[src/rtl/uart_ctrl_if.sv]
`timescale 1ns/1ps
// CPU-side memory-mapped bus between the processor and the UART controller.
interface uart_ctrl_if;
  logic [31:0] addr;
  logic [31:0] wdata;
  logic [31:0] rdata;
  logic        we;
  logic        re;

  modport master (output addr, wdata, we, re, input rdata);
  modport slave  (input addr, wdata, we, re, output rdata);
endinterface

[src/rtl/uart_ctrl.sv]
`timescale 1ns/1ps
// UART controller: TX byte FIFO feeding a one-byte-at-a-time sender sequencer,
// RX byte capture, TXD/RXD/CON registers and a registered level interrupt.
module uart_ctrl #(
  parameter int          TX_DEPTH = 4,
  parameter logic [31:0] BASE     = 32'h40000018
) (
  input  logic            sysclk,
  input  logic            reset,
  uart_ctrl_if.slave      bus,
  output logic [7:0]      tx_data,
  output logic            tx_start,
  input  logic            tx_status,
  input  logic [7:0]      rx_data,
  input  logic            rx_status,
  output logic            irq
);
  localparam int AW = $clog2(TX_DEPTH);

  typedef enum logic [2:0] {IDLE, LOAD, START, WAIT_BUSY, WAIT_DONE} tx_state_t;
  tx_state_t state_reg, state_next;

  logic [7:0]    fifo_mem [TX_DEPTH];
  logic [AW-1:0] wr_ptr_reg, rd_ptr_reg;
  logic [AW:0]   count_reg;
  logic [7:0]    last_txd_reg, rx_buf_reg;
  logic          tx_meta_reg, tx_s, rx_meta_reg, rx_s, rx_s_d_reg;
  logic          tx_ie_reg, rx_ie_reg, rx_valid_reg, tx_done_reg, rx_ovr_reg, ovf_tx_reg;
  logic          hit_txd, hit_rxd, hit_con, con_we, rd_rxd, push_req, push, pop;
  logic          load_en, full, busy, rx_rise;
  logic [7:0]    con_val;
  logic          unused_wdata;

  assign hit_txd  = (bus.addr == BASE);
  assign hit_rxd  = (bus.addr == BASE + 32'd4);
  assign hit_con  = (bus.addr == BASE + 32'd8);
  assign con_we   = bus.we && hit_con;
  assign rd_rxd   = bus.re && hit_rxd;
  assign push_req = bus.we && hit_txd;
  assign full     = (count_reg == (AW+1)'(TX_DEPTH));
  // A pop in the same cycle frees the slot, so a push to a full FIFO still lands.
  assign push     = push_req && (!full || pop);
  assign busy     = (state_reg != IDLE) || (count_reg != '0);
  assign rx_rise  = rx_s && !rx_s_d_reg;
  assign unused_wdata = ^bus.wdata[31:8];

  // Status inputs come from the baud domain; idle values preload on reset.
  always_ff @(posedge sysclk or posedge reset) begin
    if (reset) begin
      tx_meta_reg <= 1'b1;
      tx_s        <= 1'b1;
      rx_meta_reg <= 1'b0;
      rx_s        <= 1'b0;
      rx_s_d_reg  <= 1'b0;
    end else begin
      tx_meta_reg <= tx_status;
      tx_s        <= tx_meta_reg;
      rx_meta_reg <= rx_status;
      rx_s        <= rx_meta_reg;
      rx_s_d_reg  <= rx_s;
    end
  end

  always_ff @(posedge sysclk) begin
    if (push) fifo_mem[wr_ptr_reg] <= bus.wdata[7:0];
  end

  always_ff @(posedge sysclk or posedge reset) begin
    if (reset) begin
      wr_ptr_reg <= '0;
      rd_ptr_reg <= '0;
      count_reg  <= '0;
    end else begin
      if (push) wr_ptr_reg <= wr_ptr_reg + 1'b1;
      if (pop)  rd_ptr_reg <= rd_ptr_reg + 1'b1;
      if (push && !pop)      count_reg <= count_reg + 1'b1;
      else if (pop && !push) count_reg <= count_reg - 1'b1;
    end
  end

  always_ff @(posedge sysclk or posedge reset) begin
    if (reset) state_reg <= IDLE;
    else       state_reg <= state_next;
  end

  always_comb begin
    state_next = state_reg;
    tx_start   = 1'b0;
    load_en    = 1'b0;
    pop        = 1'b0;
    case (state_reg)
      IDLE:      if (count_reg != '0) state_next = LOAD;
      LOAD: begin
        load_en    = 1'b1;
        state_next = START;
      end
      START: begin
        tx_start   = 1'b1;
        state_next = WAIT_BUSY;
      end
      WAIT_BUSY: if (!tx_s) state_next = WAIT_DONE;
      WAIT_DONE: if (tx_s) begin
        pop        = 1'b1;
        state_next = IDLE;
      end
      default:   state_next = IDLE;
    endcase
  end

  // Status/control registers; sticky bits give priority to a new set event.
  always_ff @(posedge sysclk or posedge reset) begin
    if (reset) begin
      tx_data      <= 8'h00;
      last_txd_reg <= 8'h00;
      rx_buf_reg   <= 8'h00;
      tx_ie_reg    <= 1'b0;
      rx_ie_reg    <= 1'b0;
      rx_valid_reg <= 1'b0;
      tx_done_reg  <= 1'b0;
      rx_ovr_reg   <= 1'b0;
      ovf_tx_reg   <= 1'b0;
      irq          <= 1'b0;
    end else begin
      if (load_en)  tx_data      <= fifo_mem[rd_ptr_reg];
      if (push_req) last_txd_reg <= bus.wdata[7:0];
      if (con_we) begin
        tx_ie_reg <= bus.wdata[0];
        rx_ie_reg <= bus.wdata[1];
      end
      if (push_req && !push)          ovf_tx_reg <= 1'b1;
      else if (con_we && bus.wdata[7]) ovf_tx_reg <= 1'b0;
      if (pop)                         tx_done_reg <= 1'b1;
      else if (con_we && bus.wdata[3]) tx_done_reg <= 1'b0;
      if (rx_rise) begin
        rx_buf_reg   <= rx_data;
        rx_valid_reg <= 1'b1;
      end else if (rd_rxd) begin
        rx_valid_reg <= 1'b0;
      end
      if (rx_rise && rx_valid_reg && !rd_rxd) rx_ovr_reg <= 1'b1;
      else if (con_we && bus.wdata[6])        rx_ovr_reg <= 1'b0;
      irq <= (tx_ie_reg && tx_done_reg) || (rx_ie_reg && rx_valid_reg);
    end
  end

  assign con_val = {ovf_tx_reg, rx_ovr_reg, full, busy,
                    tx_done_reg, rx_valid_reg, rx_ie_reg, tx_ie_reg};

  always_comb begin
    bus.rdata = 32'h0;
    if (bus.re) begin
      if (hit_txd)      bus.rdata = {24'h0, last_txd_reg};
      else if (hit_rxd) bus.rdata = {24'h0, rx_buf_reg};
      else if (hit_con) bus.rdata = {24'h0, con_val};
    end
  end
endmodule

[src/flat_wrapper.sv]
// flat-port wrapper written by rule: the top's interface ports become plain ports
module uart_ctrl_flat 
#(
  parameter int          TX_DEPTH = 4,
  parameter logic [31:0] BASE     = 32'h40000018
)
  (sysclk, reset, tx_data, tx_start, tx_status, rx_data, rx_status, irq, bus_addr, bus_wdata, bus_we, bus_re, bus_rdata);
  uart_ctrl_if bus_i ();
  input  logic sysclk;
  input  logic reset;
  output logic [7:0] tx_data;
  output logic tx_start;
  input  logic tx_status;
  input  logic [7:0] rx_data;
  input  logic rx_status;
  output logic irq;
  input wire logic [$bits(bus_i.addr)-1:0] bus_addr;
  input wire logic [$bits(bus_i.wdata)-1:0] bus_wdata;
  input wire logic [$bits(bus_i.we)-1:0] bus_we;
  input wire logic [$bits(bus_i.re)-1:0] bus_re;
  output wire logic [$bits(bus_i.rdata)-1:0] bus_rdata;
  assign bus_i.addr = bus_addr;
  assign bus_i.wdata = bus_wdata;
  assign bus_i.we = bus_we;
  assign bus_i.re = bus_re;
  assign bus_rdata = bus_i.rdata;
  uart_ctrl #(.TX_DEPTH(TX_DEPTH), .BASE(BASE)) u_core (.sysclk(sysclk), .reset(reset), .bus(bus_i), .tx_data(tx_data), .tx_start(tx_start), .tx_status(tx_status), .rx_data(rx_data), .rx_status(rx_status), .irq(irq));
endmodule
[config.mk]
export PLATFORM = sky130hd
export DESIGN_NAME = uart_ctrl_flat
export DESIGN_NICKNAME = d
export VERILOG_FILES = /design/src/rtl/uart_ctrl_if.sv /design/src/rtl/uart_ctrl.sv /design/src/flat_wrapper.sv
export SDC_FILE = /design/constraint.sdc
export NUM_CORES = 1
export LEC_CHECK = 0
export BUFFER_PORTS_ARGS = -buffer_cell sky130_fd_sc_hd__buf_2
export CORE_MARGIN = 1
export CORE_UTILIZATION = 51
export CTS_CLUSTER_DIAMETER = 100
export DETAILED_ROUTE_END_ITERATION = 7
export PLACE_DENSITY = 0.89
export SLEW_MARGIN = 15
export SYNTH_ARGS = -nofsm -noshare
export SYNTH_HDL_FRONTEND = slang
export SYNTH_SLANG_ARGS = --single-unit
[constraint.sdc]
create_clock -name sysclk -period 3.5 [get_ports sysclk]
set_input_delay 0.875 -clock sysclk [delete_from_list [all_inputs] [get_ports sysclk]]
set_output_delay 0.875 -clock sysclk [all_outputs]
set_load 0.01 [all_outputs]
## After elaboration in Yosys (flattened, before gate mapping)

Memory sizes are Yosys's and may differ from the RTL's. A register that Yosys moved wholly into a read port is not among the register bits.
Cells that the tools add are included.

- Register bits after elaboration: 38
- RAM bits: 32
- Word-level logic and storage cells: 90
- Memories kept: 1

Memory list:

| memory | depth | width | read ports | clocked after Yosys merged registers in | wr ports | RTL line | source |
|---|---|---|---|---|---|---|---|
| u_core.fifo_mem | 4 | 8 | 1 | 1 | 1 | uart_ctrl.sv:23 | `logic [7:0] fifo_mem [TX_DEPTH];` |

- $add $sub $neg: 4
- Equal/unequal tests: 11
- Mux-type cells: 24
- Reduce and logical (&&, ||, !) cells: 32

Operators with widths:

| cell | number |
|---|---|
| 32-bit by 31-bit == test with 1-bit output (second input constant) | 3 |
| 32-bit 2-to-1 mux | 3 |
| 1-bit logical AND | 15 |
| 3-bit 2-to-1 mux | 5 |
| 3-bit case mux with 5 select lines | 1 |
| 1-bit 2-to-1 mux | 14 |
| 2-bit nonzero test | 5 |
| 8-bit 2-to-1 mux | 1 |
| 3-bit by 2-bit == test with 1-bit output (second input constant) | 2 |
| 3-bit == test (second input constant) | 2 |
| 3-bit nonzero test | 2 |
| 1-bit zero test | 5 |
| 2-bit by 1-bit adder with 2-bit output (second input constant) | 2 |
| 2-bit by 1-bit != test with 1-bit output (second input constant) | 2 |
| 3-bit by 1-bit adder with 3-bit output (second input constant) | 1 |
| 3-bit by 1-bit == test with 1-bit output (second input constant) | 1 |
| 3-bit zero test | 1 |
| 1-bit logical OR | 3 |
| 3-bit AND reduction | 1 |
| 3-bit by 1-bit subtractor with 3-bit output (second input constant) | 1 |
| 2-bit != test (second input constant) | 1 |

## Logic depth before layout (Yosys ltp)

Gate-level depths: netlist (run 1).

- Depth in word-level cells: 8
- Gate-level depth with buffers: 10

## Worst setup path after synthesis (run 1)

OpenSTA, ideal clock, no wires.

- Kind: input to output
- From: in bus_addr[18]
- To: out bus_rdata[0]
- Arrival: 2.350 ns
- Data required time: 2.625 ns
- Setup slack: 0.275 ns
- Cell stages on the path: 5
- Cell sequence: nor4_2 -> nand4_2 -> or4_1 -> buf_2 -> o221a_1

- Word-level cells in the longest chain between the ends: 5
- Elaborated cells on any way between the ends: 7

Ends and longest elaborated chain:

| item | RTL line | source |
|---|---|---|
| from (decl) | flat_wrapper.sv:17 | `input wire logic [$bits(bus_i.addr)-1:0] bus_addr;` |
| 32-bit by 31-bit == test with 1-bit output | uart_ctrl.sv:36 | `assign hit_con = (bus.addr == BASE + 32'd8);` |
| 8-bit 2-to-1 mux | uart_ctrl.sv:154 | `else if (hit_con) bus.rdata = {24'h0, con_val};` |
| 32-bit 2-to-1 mux | uart_ctrl.sv:153 | `else if (hit_rxd) bus.rdata = {24'h0, rx_buf_reg};` |
| 32-bit 2-to-1 mux (*) | uart_ctrl.sv:152 | `if (hit_txd) bus.rdata = {24'h0, last_txd_reg};` |
| 32-bit 2-to-1 mux (*) | uart_ctrl.sv:151 | `if (bus.re) begin` |
| to (decl) | flat_wrapper.sv:21 | `output wire logic [$bits(bus_i.rdata)-1:0] bus_rdata;` |

Every way passes the cells marked *; elsewhere a longest branch is shown, timed or not.

## Worst setup path in the final report (run 1)

- From: in bus_addr[26]
- To: out bus_rdata[5]

Same word-level chain as after synthesis.

==> flow_summary.yaml, run 1 <==
detailed_routing:
  viasPerCell: 5.171
  vias: 2384
  dr.pass1.iters: 4
  wl_per_cell_um: 15.08
  wirelength_um: 6954
  drc: 0
  initialDrtViolationCount: 139
  drtAntennaViolNets: 0
setup_path:
  worstSetupPathType: "input port to primary output"
  crit_arrival_ns: 2.49
  crit_path_start_kind: "input port"
  critPathLaunch: "bus_addr[26]"
  path_max_fanout: 8
  end_kind: "primary output"
  worst_ep_required_time_ns: 2.62
  rr_startpoint: "u_core.tx_s"
global_route:
  grt_use_met2_pct: 35.93
  overflow: 0
  grt_pass1_wl_um: 11720
  grtUsageTotal_pct: 20.94
  met3_usage_pct: 6.351
  antenna_found_initial: 0
  grt_busiest_layer: "met2"
  use_met1_pct: 25.85
  grt_max_degree: 30
  grt_pass1_vias: 2493
power_and_ir_drop:
  leakagePower_nw: 1.841
  peakVddDrop_v: 0.0003015
  clkPwrFrac_pct: 26.7
  p_sw_w: 0.0006271
  power_w: 0.002183
  switching_share_pct: 28.72
  comb_power_share_pct: 20.1
  internal_power_w: 0.001556
  power-per-cell-area_mw_per_mm2: 509.5
  seq_power_share_pct: 53.2
timing:
  setup_viol: 0
  hold_violations: 0
  rsz0062_at_grt: "false"
  skew_ns: 0.005968
  timing.fmax_mhz: 297.0
  period_share_pct: 96.19
  worst_slew_pin_slew_ns: 1.010
  max-slew-margin-rel_pct: 32.26
  drv_slew: 0
  finalCriticalPeriod_ns: 3.367
  whs_ns: 0.3581
die:
  io_pins: 120
  dieHeight_um: 87.18
  core_mm2: 0.006907
  start_util_pct: 53.57
  rows: 30
  die_area_mm2: 0.007599
  die_x_um: 87.18
cells_and_area:
  largest_reg_flops: 32
  syn_to_final_growth_pct: 15.83
  finalNetCount: 444
  utilization_pct: 62.05
  regMostFlops: "u_core.fifo_mem"
  fill_cells: 557
  antennaDiodeCount: 0
  drive_gt1_share_pct: 37.26
placed_design:
  io_buffers: 71
  gp_congestion: 0.8208
  dp_hpwl_um: 5248
synthesis:
  ys_seq_elements: 78
  yosysSeqAreaShare_pct: 57.15
  synth_area_mm2: 0.003700
  netlist_instances: 280
  async_reset_ff_share_pct: 58.97
  syn_avg_cell_area_um2: 13.21
  synth-edff-count: 32
  ys_top_cells_by_area: "dfrtp_1 (30%), edfxtp_1 (26%), mux2_2 (5.8%), buf_4 (4.9%), mux4_2 (4.9%)"
  netlist-cell-type-count: 44
  ys_warn_count: 0
  synth_ff_type: "dfrtp_1"
  synth_top_area_share_pct: 29.76
  synth_most_common_cell: "dfrtp_1"
  netlist.top_cell.by_area: "dfrtp_1"
  ys_top_cells_by_count: "dfrtp_1 (44), edfxtp_1 (32), nand2_1 (31)"
clocking:
  cts_buffers: 9
  clock_latency_ns: 0.35
  post_cts_buffers: 0
  htreeDepth: 3
  cts_tree: "done"
  clkSinkCount: 78
  post_cts_resized: 1
  cts_max_path_buffers: 2
  holdBufCountCts: 0
  path_clk_slew_ns: 0.07
  cts_root_buf: "clkbuf_8"
hold_path:
  hp-class: "flop to flop"
  worstHoldStart: "u_core.tx_meta_reg"
run:
  max_cap_viol_count: 0
status:
  status: "finished, final reports clean"
final timing paths:
check	endpoint	slack, ns	cells after the start
min reg2reg	u_core.tx_s	0.36	0
max reg2reg	u_core.count_reg[2]	0.98	9
max	bus_rdata[5]	0.13	6
max in group asynchronous	u_core.rx_buf_reg[1]	2.14	3
min	u_core.tx_s	0.36	0
min in group asynchronous	u_core.tx_data[2]	0.63	2
through the flow:
step	instances	setup WS, ns	cell area [um2]	setup TNS (ns)
4_1_cts	461	0.1201	4285	0
3_3_place_gp	445	0.01691	4110	0
2_1_floorplan	303	0.2753	3786	0
3_5_place_dp	445	-0.005956	4110	-0.006663
5_1_grt	461	0.01325	4285	0
6_report	461	0.1333	4285	0
power groups by stage:
stage	combinational, W	sequential [W]	clock, W
2_1_floorplan	0.000334	0.00115	0
3_3_place_gp	0.000427	0.00117	0
3_5_place_dp	0.000445	0.00118	0
4_1_cts	0.000446	0.00116	0.000596
5_1_grt	0.000490	0.00118	0.000644
6_report	0.000440	0.00116	0.000583
logic make-up after synthesis:
kind of cell | Yosys count | synth area share, %
xor+xnor | 6 | 1.421
fa+ha+maj | 6 | 2.232
simple gates | 98 | 16.84
buf+inv | 45 | 7.034
mux | 28 | 10.96
other cells | 1 | 0.1014
flops | 78 | 57.15
compound gates | 18 | 4.261
cells in the final DEF, fill, tap and decap left out, types with 2 or more instances in the layout:
| master | synthesis | final |
|---|---|---|
| inv_1 | 11 | 10 |
| and2_1 | 4 | 4 |
| nand2b_1 | 2 | 2 |
| clkbuf_8 | 0 | 9 |
| dfrtp_1 | 44 | 44 |
| xnor2_1 | 3 | 3 |
| inv_6 | 0 | 2 |
| clkinv_1 | 0 | 2 |
| ha_1 | 5 | 5 |
| nand4_2 | 2 | 2 |
| nor3b_1 | 3 | 3 |
| nor2_1 | 9 | 9 |
| nor4b_1 | 2 | 2 |
| nor3_1 | 18 | 18 |
| o22ai_1 | 2 | 2 |
| a31oi_1 | 2 | 2 |
| clkinv_2 | 0 | 2 |
| mux2_2 | 19 | 19 |
| nor2b_1 | 10 | 10 |
| buf_2 | 1 | 71 |
| buf_4 | 24 | 9 |
| conb_1 | 1 | 24 |
| edfxtp_1 | 32 | 32 |
| nand4_1 | 2 | 2 |
| nand2_1 | 31 | 31 |
| nor4_2 | 3 | 3 |
| o221a_1 | 8 | 8 |
| nor4_4 | 5 | 5 |
| dfstp_2 | 2 | 2 |
| xor2_1 | 3 | 3 |
| mux4_2 | 8 | 8 |
area by class of cell:
type	instances	area, um2	share of cell area [%]
Clock buffer	9	123.9	2.891
Clock inverter	7	47.55	1.109
Inverter	11	41.29	0.9635
Multi-Input combinational cell	180	1415	33.02
Sequential cell	78	2115	49.34
Tap cell	96	120.1	2.803
Timing Repair Buffer	80	422.9	9.869
per-layer routing:
layer  vias up  part of all wire [%]
met1      1142                    42
met4         0                  0.95
li1       1120                     -
met3        10                   6.5
met5         -                     0
met2       112                    51
critical path, cell delays in order:
cell,delay [ns]
buf_2,0.10
nor4_2,0.29
nand4_2,0.15
or4_4,0.61
o221a_1,0.30
buf_2,0.15
No activity file was read; power rests on OpenSTA's default activity.
==> inputs of run 2 (changes only) <==
- BUFFER_PORTS_ARGS: -buffer_cell sky130_fd_sc_hd__buf_2 -> -buffer_cell sky130_fd_sc_hd__clkbuf_2
==> flow_summary.yaml, run 2 (synthesized netlist as in run 1, its figures left out) <==
status:
  status: "finished, final reports clean"
power_and_ir_drop:
  peakVddDrop_v: 0.0002890
  leakagePower_nw: 1.843
  power_w: 0.002210
  power-per-cell-area_mw_per_mm2: 515.3
cells_and_area:
  antennaDiodeCount: 0
  drive_gt1_share_pct: 37.26
  utilization_pct: 62.10
  largest_reg_flops: 32
  syn_to_final_growth_pct: 15.93
  layout_common_cells: "clkbuf_2 (71), dfrtp_1 (44), edfxtp_1 (32)"
  finalNetCount: 444
  fill_cells: 555
  mostFrequentLayoutCell: "clkbuf_2"
  regMostFlops: "u_core.fifo_mem"
detailed_routing:
  drc: 0
  initialDrtViolationCount: 169
  wl_per_cell_um: 15.30
  drtAntennaViolNets: 0
  dr.pass1.iters: 4
  wirelength_um: 7054
  viasPerCell: 5.200
  vias: 2397
timing:
  finalCriticalPeriod_ns: 3.341
  max-slew-margin-rel_pct: 32.58
  fin_tns_setup_ns: 0
  drv_slew: 0
  timing.fmax_mhz: 299.3
  period_share_pct: 95.47
  worst_slew_pin_slew_ns: 1.005
  fin_ws_ns: 0.1585
  rsz0062_at_grt: "false"
  skew_ns: 0.006802
  setup_viol: 0
  hold_violations: 0
clocking:
  holdBufCountCts: 0
  cts_buffers: 9
  clkSinkCount: 78
  clock_latency_ns: 0.35
  cts_tree: "done"
  cts_root_buf: "clkbuf_8"
  path_clk_slew_ns: 0.07
  htreeDepth: 3
  cts_max_path_buffers: 2
placed_design:
  io_buffers: 71
  gp_congestion: 0.8462
  dp_hpwl_um: 5176
  pre_cts_ws_ns: 0.02738
die:
  die_x_um: 87.18
  dieHeight_um: 87.18
  io_pins: 120
  die_area_mm2: 0.007599
  rows: 30
  start_util_pct: 53.57
  core_mm2: 0.006907
hold_path:
  hp-class: "flop to flop"
  worstHoldStart: "u_core.rx_meta_reg"
setup_path:
  worst_ep_required_time_ns: 2.62
  reg2reg_slack_ns: 0.92
  crit_path_start_kind: "input port"
  worstSetupPathType: "input port to primary output"
  path_max_fanout: 8
  rr_startpoint: "u_core.tx_s"
  crit_arrival_ns: 2.47
  end_kind: "primary output"
  critPathLaunch: "bus_addr[26]"
global_route:
  grt_pass1_vias: 2411
  antenna_found_initial: 0
  overflow: 0
  grt_max_degree: 29
  grtUsageTotal_pct: 20.69
  grt_pass1_wl_um: 11540
run:
  max_cap_viol_count: 0
==> run 2: cell type report <==
class	instances	area, um2	area share, %
sequential	78	2115	49.30
inverter	11	41.29	0.9627
timing repair buffer	80	422.9	9.860
multi-input combinational	180	1415	32.99
clock buffer	11	141.4	3.296
clock inverter	5	33.78	0.7876
tap	96	120.1	2.800
==> run 2: final timing paths <==
path / depth (start not counted) / end
max: 6 / bus_rdata[0]
min: 0 / u_core.rx_s
max reg2reg: 9 / u_core.count_reg[2]
min reg2reg: 0 / u_core.rx_s
max in group asynchronous: 3 / u_core.last_txd_reg[5]
min in group asynchronous: 2 / u_core.tx_data[2]
==> run 2: repair_timing <==
item,4_1_cts,5_1_grt
endpoints found under the setup margin,0,8
buffers inserted,0,0
gates resized for setup,0,1
hold endpoints to repair,0,0
==> run 2: worst max-delay path, stage by stage <==
cell and delay, ns:
clkbuf_2 0.09, nor4_2 0.30, nand4_2 0.15, or4_4 0.61
o221a_1 0.31, clkbuf_2 0.14
==> run 2: report_power, final <==
part | total [W] | switching, W | leakage [nW] | internal [W]
clock | 0.000607 | 0.000330 | 0.0857 | 0.000277
combinational | 0.000441 | 0.000195 | 0.915 | 0.000246
sequential | 0.00116 | 0.000110 | 0.843 | 0.00105
total | 0.00221 | 0.000636 | 1.84 | 0.00157
==> run 2: metrics by stage <==
step           instance area [um2]  cells  hold slack, ns
2_1_floorplan                 3786    303          0.3312
3_3_place_gp                  4110    445          0.3343
3_5_place_dp                  4110    445          0.3434
4_1_cts                       4285    461          0.3557
5_1_grt                       4289    461          0.3692
6_report                      4289    461          0.3525
==> run 2: per-layer routing <==
metal / track usage, % / share of wire, % / up-vias
met3: 6.066 / 5.5 / 10
met1: 25.53 / 43 / 1169
met5: 0 / 0 / -
met2: 35.15 / 50 / 99
met4: 6.706 / 1.5 / 0
li1: - / - / 1119
